## src/rtl/dtcctf_pkg.sv

```systemverilog
// Shared definitions for the DTC trigger-frame encoder: frame type codes,
// queued command layout and small helpers used by the top and its FIFO.
package dtcctf_pkg;

    localparam int FRAME_LEN = 17;
    localparam int CMD_W     = 14;

    typedef enum logic [1:0] {
        TRG_PHYS = 2'b00,
        TRG_ECR  = 2'b01,
        TRG_TP   = 2'b10
    } trg_type_e;

    typedef struct packed {
        logic [1:0]  kind;
        logic [11:0] data;
    } cmd_t;

    typedef enum logic [1:0] {
        ST_IDLE,
        ST_LOAD,
        ST_SHIFT,
        ST_GAP
    } enc_state_e;

    // START, TYPE, DATA, even parity over TYPE+DATA, STOP; MSB leaves first.
    function automatic logic [FRAME_LEN-1:0] build_frame(input cmd_t c);
        return {1'b1, c.kind, c.data, ^{c.kind, c.data}, 1'b0};
    endfunction

    function automatic logic [15:0] sat_add16(input logic [15:0] a, input logic [1:0] b);
        logic [16:0] s;
        s = {1'b0, a} + {15'b0, b};
        return s[16] ? 16'hFFFF : s[15:0];
    endfunction

endpackage

```

## src/rtl/dtcctf_cmd_fifo.sv

```systemverilog
// Synchronous command FIFO for pending trigger frames; flush empties it
// without touching the stored words.
module dtcctf_cmd_fifo
    import dtcctf_pkg::*;
#(
    parameter int DEPTH = 4
) (
    input  logic             clk,
    input  logic             rst,
    input  logic             flush,
    input  logic             push,
    input  logic [CMD_W-1:0] wdata,
    input  logic             pop,
    output logic [CMD_W-1:0] rdata,
    output logic             full,
    output logic             empty
);

    localparam int AW = $clog2(DEPTH);
    localparam logic [AW:0] FULL_CNT = (AW+1)'(DEPTH);

    logic [CMD_W-1:0] mem [DEPTH];
    logic [AW-1:0]    wr_ptr;
    logic [AW-1:0]    rd_ptr;
    logic [AW:0]      count;
    logic             do_push;
    logic             do_pop;

    assign full    = (count == FULL_CNT);
    assign empty   = (count == '0);
    assign rdata   = mem[rd_ptr];
    assign do_push = push & ~full;
    assign do_pop  = pop & ~empty;

    always_ff @(posedge clk) begin
        if (do_push && !flush) begin
            mem[wr_ptr] <= wdata;
        end
    end

    always_ff @(posedge clk) begin
        if (rst || flush) begin
            wr_ptr <= '0;
            rd_ptr <= '0;
            count  <= '0;
        end else begin
            if (do_push) begin
                wr_ptr <= wr_ptr + 1'b1;
            end
            if (do_pop) begin
                rd_ptr <= rd_ptr + 1'b1;
            end
            case ({do_push, do_pop})
                2'b10:   count <= count + 1'b1;
                2'b01:   count <= count - 1'b1;
                default: count <= count;
            endcase
        end
    end

endmodule

```

## src/rtl/dtcctf_trg_encoder.sv

```systemverilog
// Serial trigger-frame transmitter: arbitrates physics/ECR/test-pulse requests,
// queues them and shifts 17-bit frames out on trg_ser with a forced idle gap.
module dtcctf_trg_encoder
    import dtcctf_pkg::*;
#(
    parameter int BIT_DIV = 4,
    parameter int QDEPTH  = 4,
    parameter int MIN_GAP = 8
) (
    input  logic        clk0,
    input  logic        rst,
    input  logic [7:0]  cfg,
    input  logic        trg_req,
    input  logic        ecr_req,
    input  logic        tp_req,
    output logic        trg_ser,
    output logic        busy,
    output logic [11:0] evcnt,
    output logic [15:0] sent_cnt,
    output logic [15:0] drop_cnt
);

    localparam int TW = (BIT_DIV > 1) ? $clog2(BIT_DIV) : 1;
    localparam int IW = $clog2((MIN_GAP > FRAME_LEN) ? MIN_GAP : FRAME_LEN);

    logic enable;
    logic invert;
    logic unused_cfg;

    assign enable     = cfg[0];
    assign invert     = cfg[1];
    assign unused_cfg = ^cfg[7:2];

    logic       fifo_full;
    logic       fifo_empty;
    logic       fifo_pop;
    cmd_t       fifo_rdata;
    cmd_t       req_cmd;
    logic [1:0] n_req;
    logic [1:0] n_drop;
    logic       accept;

    // One winner per cycle (ECR > physics > test pulse); the losers are drops.
    always_comb begin
        n_req        = {1'b0, trg_req} + {1'b0, ecr_req} + {1'b0, tp_req};
        req_cmd.kind = TRG_TP;
        req_cmd.data = '0;
        if (ecr_req) begin
            req_cmd.kind = TRG_ECR;
        end else if (trg_req) begin
            req_cmd.kind = TRG_PHYS;
            req_cmd.data = evcnt;
        end
        accept = (n_req != 2'd0) && enable && !fifo_full;
        n_drop = accept ? (n_req - 2'd1) : n_req;
    end

    always_ff @(posedge clk0) begin
        if (rst) begin
            evcnt <= '0;
        end else if (accept) begin
            if (ecr_req) begin
                evcnt <= '0;
            end else if (trg_req) begin
                evcnt <= evcnt + 12'd1;
            end
        end
    end

    always_ff @(posedge clk0) begin
        if (rst) begin
            drop_cnt <= '0;
        end else if (n_drop != 2'd0) begin
            drop_cnt <= sat_add16(drop_cnt, n_drop);
        end
    end

    // Disabling flushes whatever is still queued; the frame on the wire completes.
    dtcctf_cmd_fifo #(
        .DEPTH (QDEPTH)
    ) u_fifo (
        .clk   (clk0),
        .rst   (rst),
        .flush (!enable),
        .push  (accept),
        .wdata (req_cmd),
        .pop   (fifo_pop),
        .rdata (fifo_rdata),
        .full  (fifo_full),
        .empty (fifo_empty)
    );

    enc_state_e           state;
    logic [TW-1:0]        bit_tmr;
    logic [IW-1:0]        bit_idx;
    logic [FRAME_LEN-1:0] shreg;
    logic                 bit_end;

    assign bit_end  = (bit_tmr == TW'(BIT_DIV - 1));
    assign fifo_pop = (state == ST_IDLE) && enable && !fifo_empty;
    assign busy     = (state != ST_IDLE) || !fifo_empty;

    always_ff @(posedge clk0) begin
        if (rst) begin
            state    <= ST_IDLE;
            bit_tmr  <= '0;
            bit_idx  <= '0;
            shreg    <= '0;
            trg_ser  <= invert;
            sent_cnt <= '0;
        end else begin
            trg_ser <= invert;
            bit_tmr <= bit_end ? '0 : bit_tmr + 1'b1;
            case (state)
                ST_IDLE: begin
                    if (fifo_pop) begin
                        shreg <= build_frame(fifo_rdata);
                        state <= ST_LOAD;
                    end
                end
                ST_LOAD: begin
                    trg_ser <= shreg[FRAME_LEN-1] ^ invert;
                    bit_tmr <= '0;
                    bit_idx <= '0;
                    state   <= ST_SHIFT;
                end
                ST_SHIFT: begin
                    if (!bit_end) begin
                        trg_ser <= shreg[FRAME_LEN-1] ^ invert;
                    end else if (bit_idx == IW'(FRAME_LEN - 1)) begin
                        bit_idx  <= '0;
                        sent_cnt <= sat_add16(sent_cnt, 2'd1);
                        state    <= ST_GAP;
                    end else begin
                        bit_idx <= bit_idx + 1'b1;
                        shreg   <= {shreg[FRAME_LEN-2:0], 1'b0};
                        trg_ser <= shreg[FRAME_LEN-2] ^ invert;
                    end
                end
                ST_GAP: begin
                    if (bit_end) begin
                        bit_idx <= bit_idx + 1'b1;
                        if (bit_idx == IW'(MIN_GAP - 1)) begin
                            state <= ST_IDLE;
                        end
                    end
                end
                default: state <= ST_IDLE;
            endcase
        end
    end

endmodule
```

## config.mk

```make
export PLATFORM = sky130hd
export DESIGN_NAME = dtcctf_trg_encoder
export DESIGN_NICKNAME = d
export VERILOG_FILES = /design/src/rtl/dtcctf_pkg.sv /design/src/rtl/dtcctf_cmd_fifo.sv /design/src/rtl/dtcctf_trg_encoder.sv
export SDC_FILE = /design/constraint.sdc
export NUM_CORES = 1
export LEC_CHECK = 0
export ABC_AREA = 1
export CORE_ASPECT_RATIO = 1.2
export CORE_UTILIZATION = 50
export DETAILED_ROUTE_END_ITERATION = 10
export GPL_TIMING_DRIVEN = 1
export MAX_ROUTING_LAYER = met4
export PLACE_DENSITY = 0.71
export SYNTH_ARGS = -nofsm -noshare
export SYNTH_HDL_FRONTEND = slang
export SYNTH_SLANG_ARGS = --single-unit
```

## constraint.sdc

```tcl
create_clock -name clk0 -period 3.95 [get_ports clk0]
set_input_delay 0.79 -clock clk0 [delete_from_list [all_inputs] [get_ports clk0]]
set_output_delay 0.79 -clock clk0 [all_outputs]
set_load 0.01 [all_outputs]
```

==> reports/qor.yml <==
grt:
  antenna_found_initial: 0
  grt_pass1_wl_um: 23900
  grt_overflow: 0
  grt_use_total: 0.224
  grt_max_degree: 34
  grt_pass1_vias: 5406
final_layout:
  postLayoutCoreUtil: 0.618
  antennaDiodeCount: 0
  final_common_cell: "nand2_1"
  layout-drive-gt1-share: 0.104
  layout_common_cells: "nand2_1, dfxtp_1, inv_1, edfxtp_1"
  fin_nets: 899
  syn2layout_area_growth_pct: 19.3
power_and_ir_drop:
  peakVddDrop_mv: 0.280
  powerDensity_nw_per_um2: 495
  total_leakage_power_nw: 3.13
hold_path:
  worst_hold_startpoint: "bit_tmr[0]$_SDFF_PP0_"
  min_to: "bit_tmr[0]$_SDFF_PP0_"
  hp-class: "reg -> reg"
  min_path_cells: 1
yosys:
  synth_edf_count: 56
  syn_nets: 835
  synth_xor_xnor_area_share: 0.0368
  synth_top_flop_cell: "dfxtp_1"
  yosys_warnings: 0
  syn-cell-area_um2: 6620
  synthSimpleGateAreaFrac: 0.266
  synth-compound-area-share: 0.0950
  synthAdderAreaFrac: 0.0412
  ys_seq_elements: 135
  syn_avg_cell_area_um2: 8.26
  async_flop_share: 0
  syn_inst: 802
  synth-seq-area-share: 0.493
  synth.mux.area_fraction: 0
  synth_cell_types: 42
  synth_top_family_by_area: "simple AND/OR/NAND/NOR gates"
clock_tree:
  htree_num_levels: 4
  cts_resized: 0
  clk_latency_ns: 0.40
  max-clock-path-buffers: 2
  clk_pin_slew_worst_paths_ns: 0.06
  clkSinkCount: 135
  root_buffer: "clkbuf_16"
  cts_made_buffers: 17
  ctsHoldBuffers: 0
  cts_setup_buffers: 0
  cts_tree: "yes"
critical_path:
  worstPathArrival_ns: 3.94
  reg2reg_depth: 13
  cp_max_fo: 9
  start_kind: "input port"
  slowest_delay_ns: 0.58
  r2r-start: "state[0]$_SDFFE_PP0P_"
  r2r-end: "sent_cnt[15]$_SDFFE_PP0P_"
  cp_num_cells: 18
  crit_type: "in -> reg"
  regToRegSetupSlack_ns: 1.33
  crit_slowest_cell: "fa_1"
  cp_top_family: "adder cells"
  crit_chain: "clkdlybuf4s50_1, fa_1, inv_1, ha_1, nor2_2, nand2_2, xor2_2, inv_1, ha_1, fa_1, inv_1, nor4_4, nand3_2, nor2_2, inv_2, nor2_2, inv_2, a21oi_1"
  crit_start: "trg_req"
  worstSetupEndpointType: "flop"
  cp_num_buf_inv: 6
  cp.required_ns: 4.28
sta:
  hold_ws_ns: 0.422
  fin_worst_skew_ns: 0.00916
  grt_setup_unrepaired: "no"
  worstMarginPinSlew_ns: 0.727
  hold_viol_final: 0
  setup_viol: 0
  fin_setup_tns_ns: 0
  setup_slack_ns: 0.339
  fmax_mhz: 277
  post-route-min-period_ns: 3.61
  drv_slew: 0
  period_share: 0.914
  slew_headroom: 0.515
floorplan:
  ios: 59
  start_util: 0.518
  coreArea_um2: 12800
  dieArea_um2: 13700
  die_w_um: 107
  rows: 45
  die_y_um: 128
detailed_routing:
  firstDrtPassIters: 5
  drcViolationCount: 0
  drt-total-wl_um: 13900
  wl_per_cell_um: 13.4
  routed_via_density: 5.27
  dr.first_iter.drc_count: 350
  vias: 5495
  antenna_left: 0
placement:
  place.gp.congestion: 0.780
  port_buffers: 52
  hpwlAfterDp_um: 9670
  place_ws_ns: -0.0639
job:
  maxCapViolations: 0
run_status:
  status: "finished clean"
## registers in the layout, indices dropped and copies added, names as in the netlist, 3 cells and up, named ones only
| name | count |
|---|---|
| bit_idx | 5 |
| drop_cnt | 16 |
| evcnt | 12 |
| sent_cnt | 16 |
| shreg | 16 |
| u_fifo.count | 3 |
| u_fifo.mem | 56 |
## kinds of logic (layout without fill, tap and decap cells)
group | after synthesis | in the layout
flops | 135 | 135
fa+ha+maj | 20 | 20
buf+inv | 109 | 186
simple gates | 394 | 394
xor+xnor | 27 | 27
compound gates | 117 | 117
## per-stage QoR
step / total power (W) / cells / instance area [µm²]
CTS: 0.00393 / 1043 / 7900
finish: 0.00391 / 1043 / 7900
global route: 0.00413 / 1043 / 7900
global placement: 0.00242 / 1011 / 7350
floorplan: 0.00225 / 802 / 6620
detailed placement: 0.00245 / 1011 / 7350
## area by class of cell
class,count,area (µm²)
clock inverter,14,124
fill,1078,4880
sequential,135,3260
clock buffer,18,429
tap,164,205
inverter,84,315
timing repair buffer,70,656
multi-input combinational,558,2910
## worst max-delay path by stage
stage                                to
2_1_floorplan  drop_cnt[9]$_SDFFE_PP0P_
3_3_place_gp   drop_cnt[9]$_SDFFE_PP0P_
3_5_place_dp   drop_cnt[9]$_SDFFE_PP0P_
4_1_cts        drop_cnt[2]$_SDFFE_PP0P_
5_1_grt        drop_cnt[2]$_SDFFE_PP0P_
6_report       drop_cnt[2]$_SDFFE_PP0P_
## routing by layer
metal / up-vias / track usage / wire length (µm)
met5: - / - / 0
met1: 2557 / 0.260 / 6010
met4: 0 / 0.0838 / 218
met2: 123 / 0.381 / 7130
li1: 2792 / - / -
met3: 23 / 0.0437 / 576
## where the power goes
group          switching, W  total (W)  leakage, nW  internal [W]
clock              0.000603    0.00147        0.259      0.000868
sequential        0.0000813    0.00166         1.18       0.00158
combinational      0.000492   0.000779         1.69      0.000287
## synth_stat cells, drive strengths merged (14+ instances only)
| cell type | n | area share |
|---|---|---|
| a21oi | 52 | 0.039 |
| a31oi | 17 | 0.016 |
| buf | 17 | 0.016 |
| dfxtp | 79 | 0.24 |
| edfxtp | 56 | 0.25 |
| ha | 17 | 0.032 |
| inv | 83 | 0.047 |
| nand2 | 242 | 0.14 |
| nand3 | 47 | 0.037 |
| nand4 | 14 | 0.015 |
| nor2 | 54 | 0.037 |
| nor3 | 27 | 0.024 |
| o21ai | 41 | 0.032 |
| xor2 | 23 | 0.032 |
Note: power is estimated with default switching activity, not from simulation.
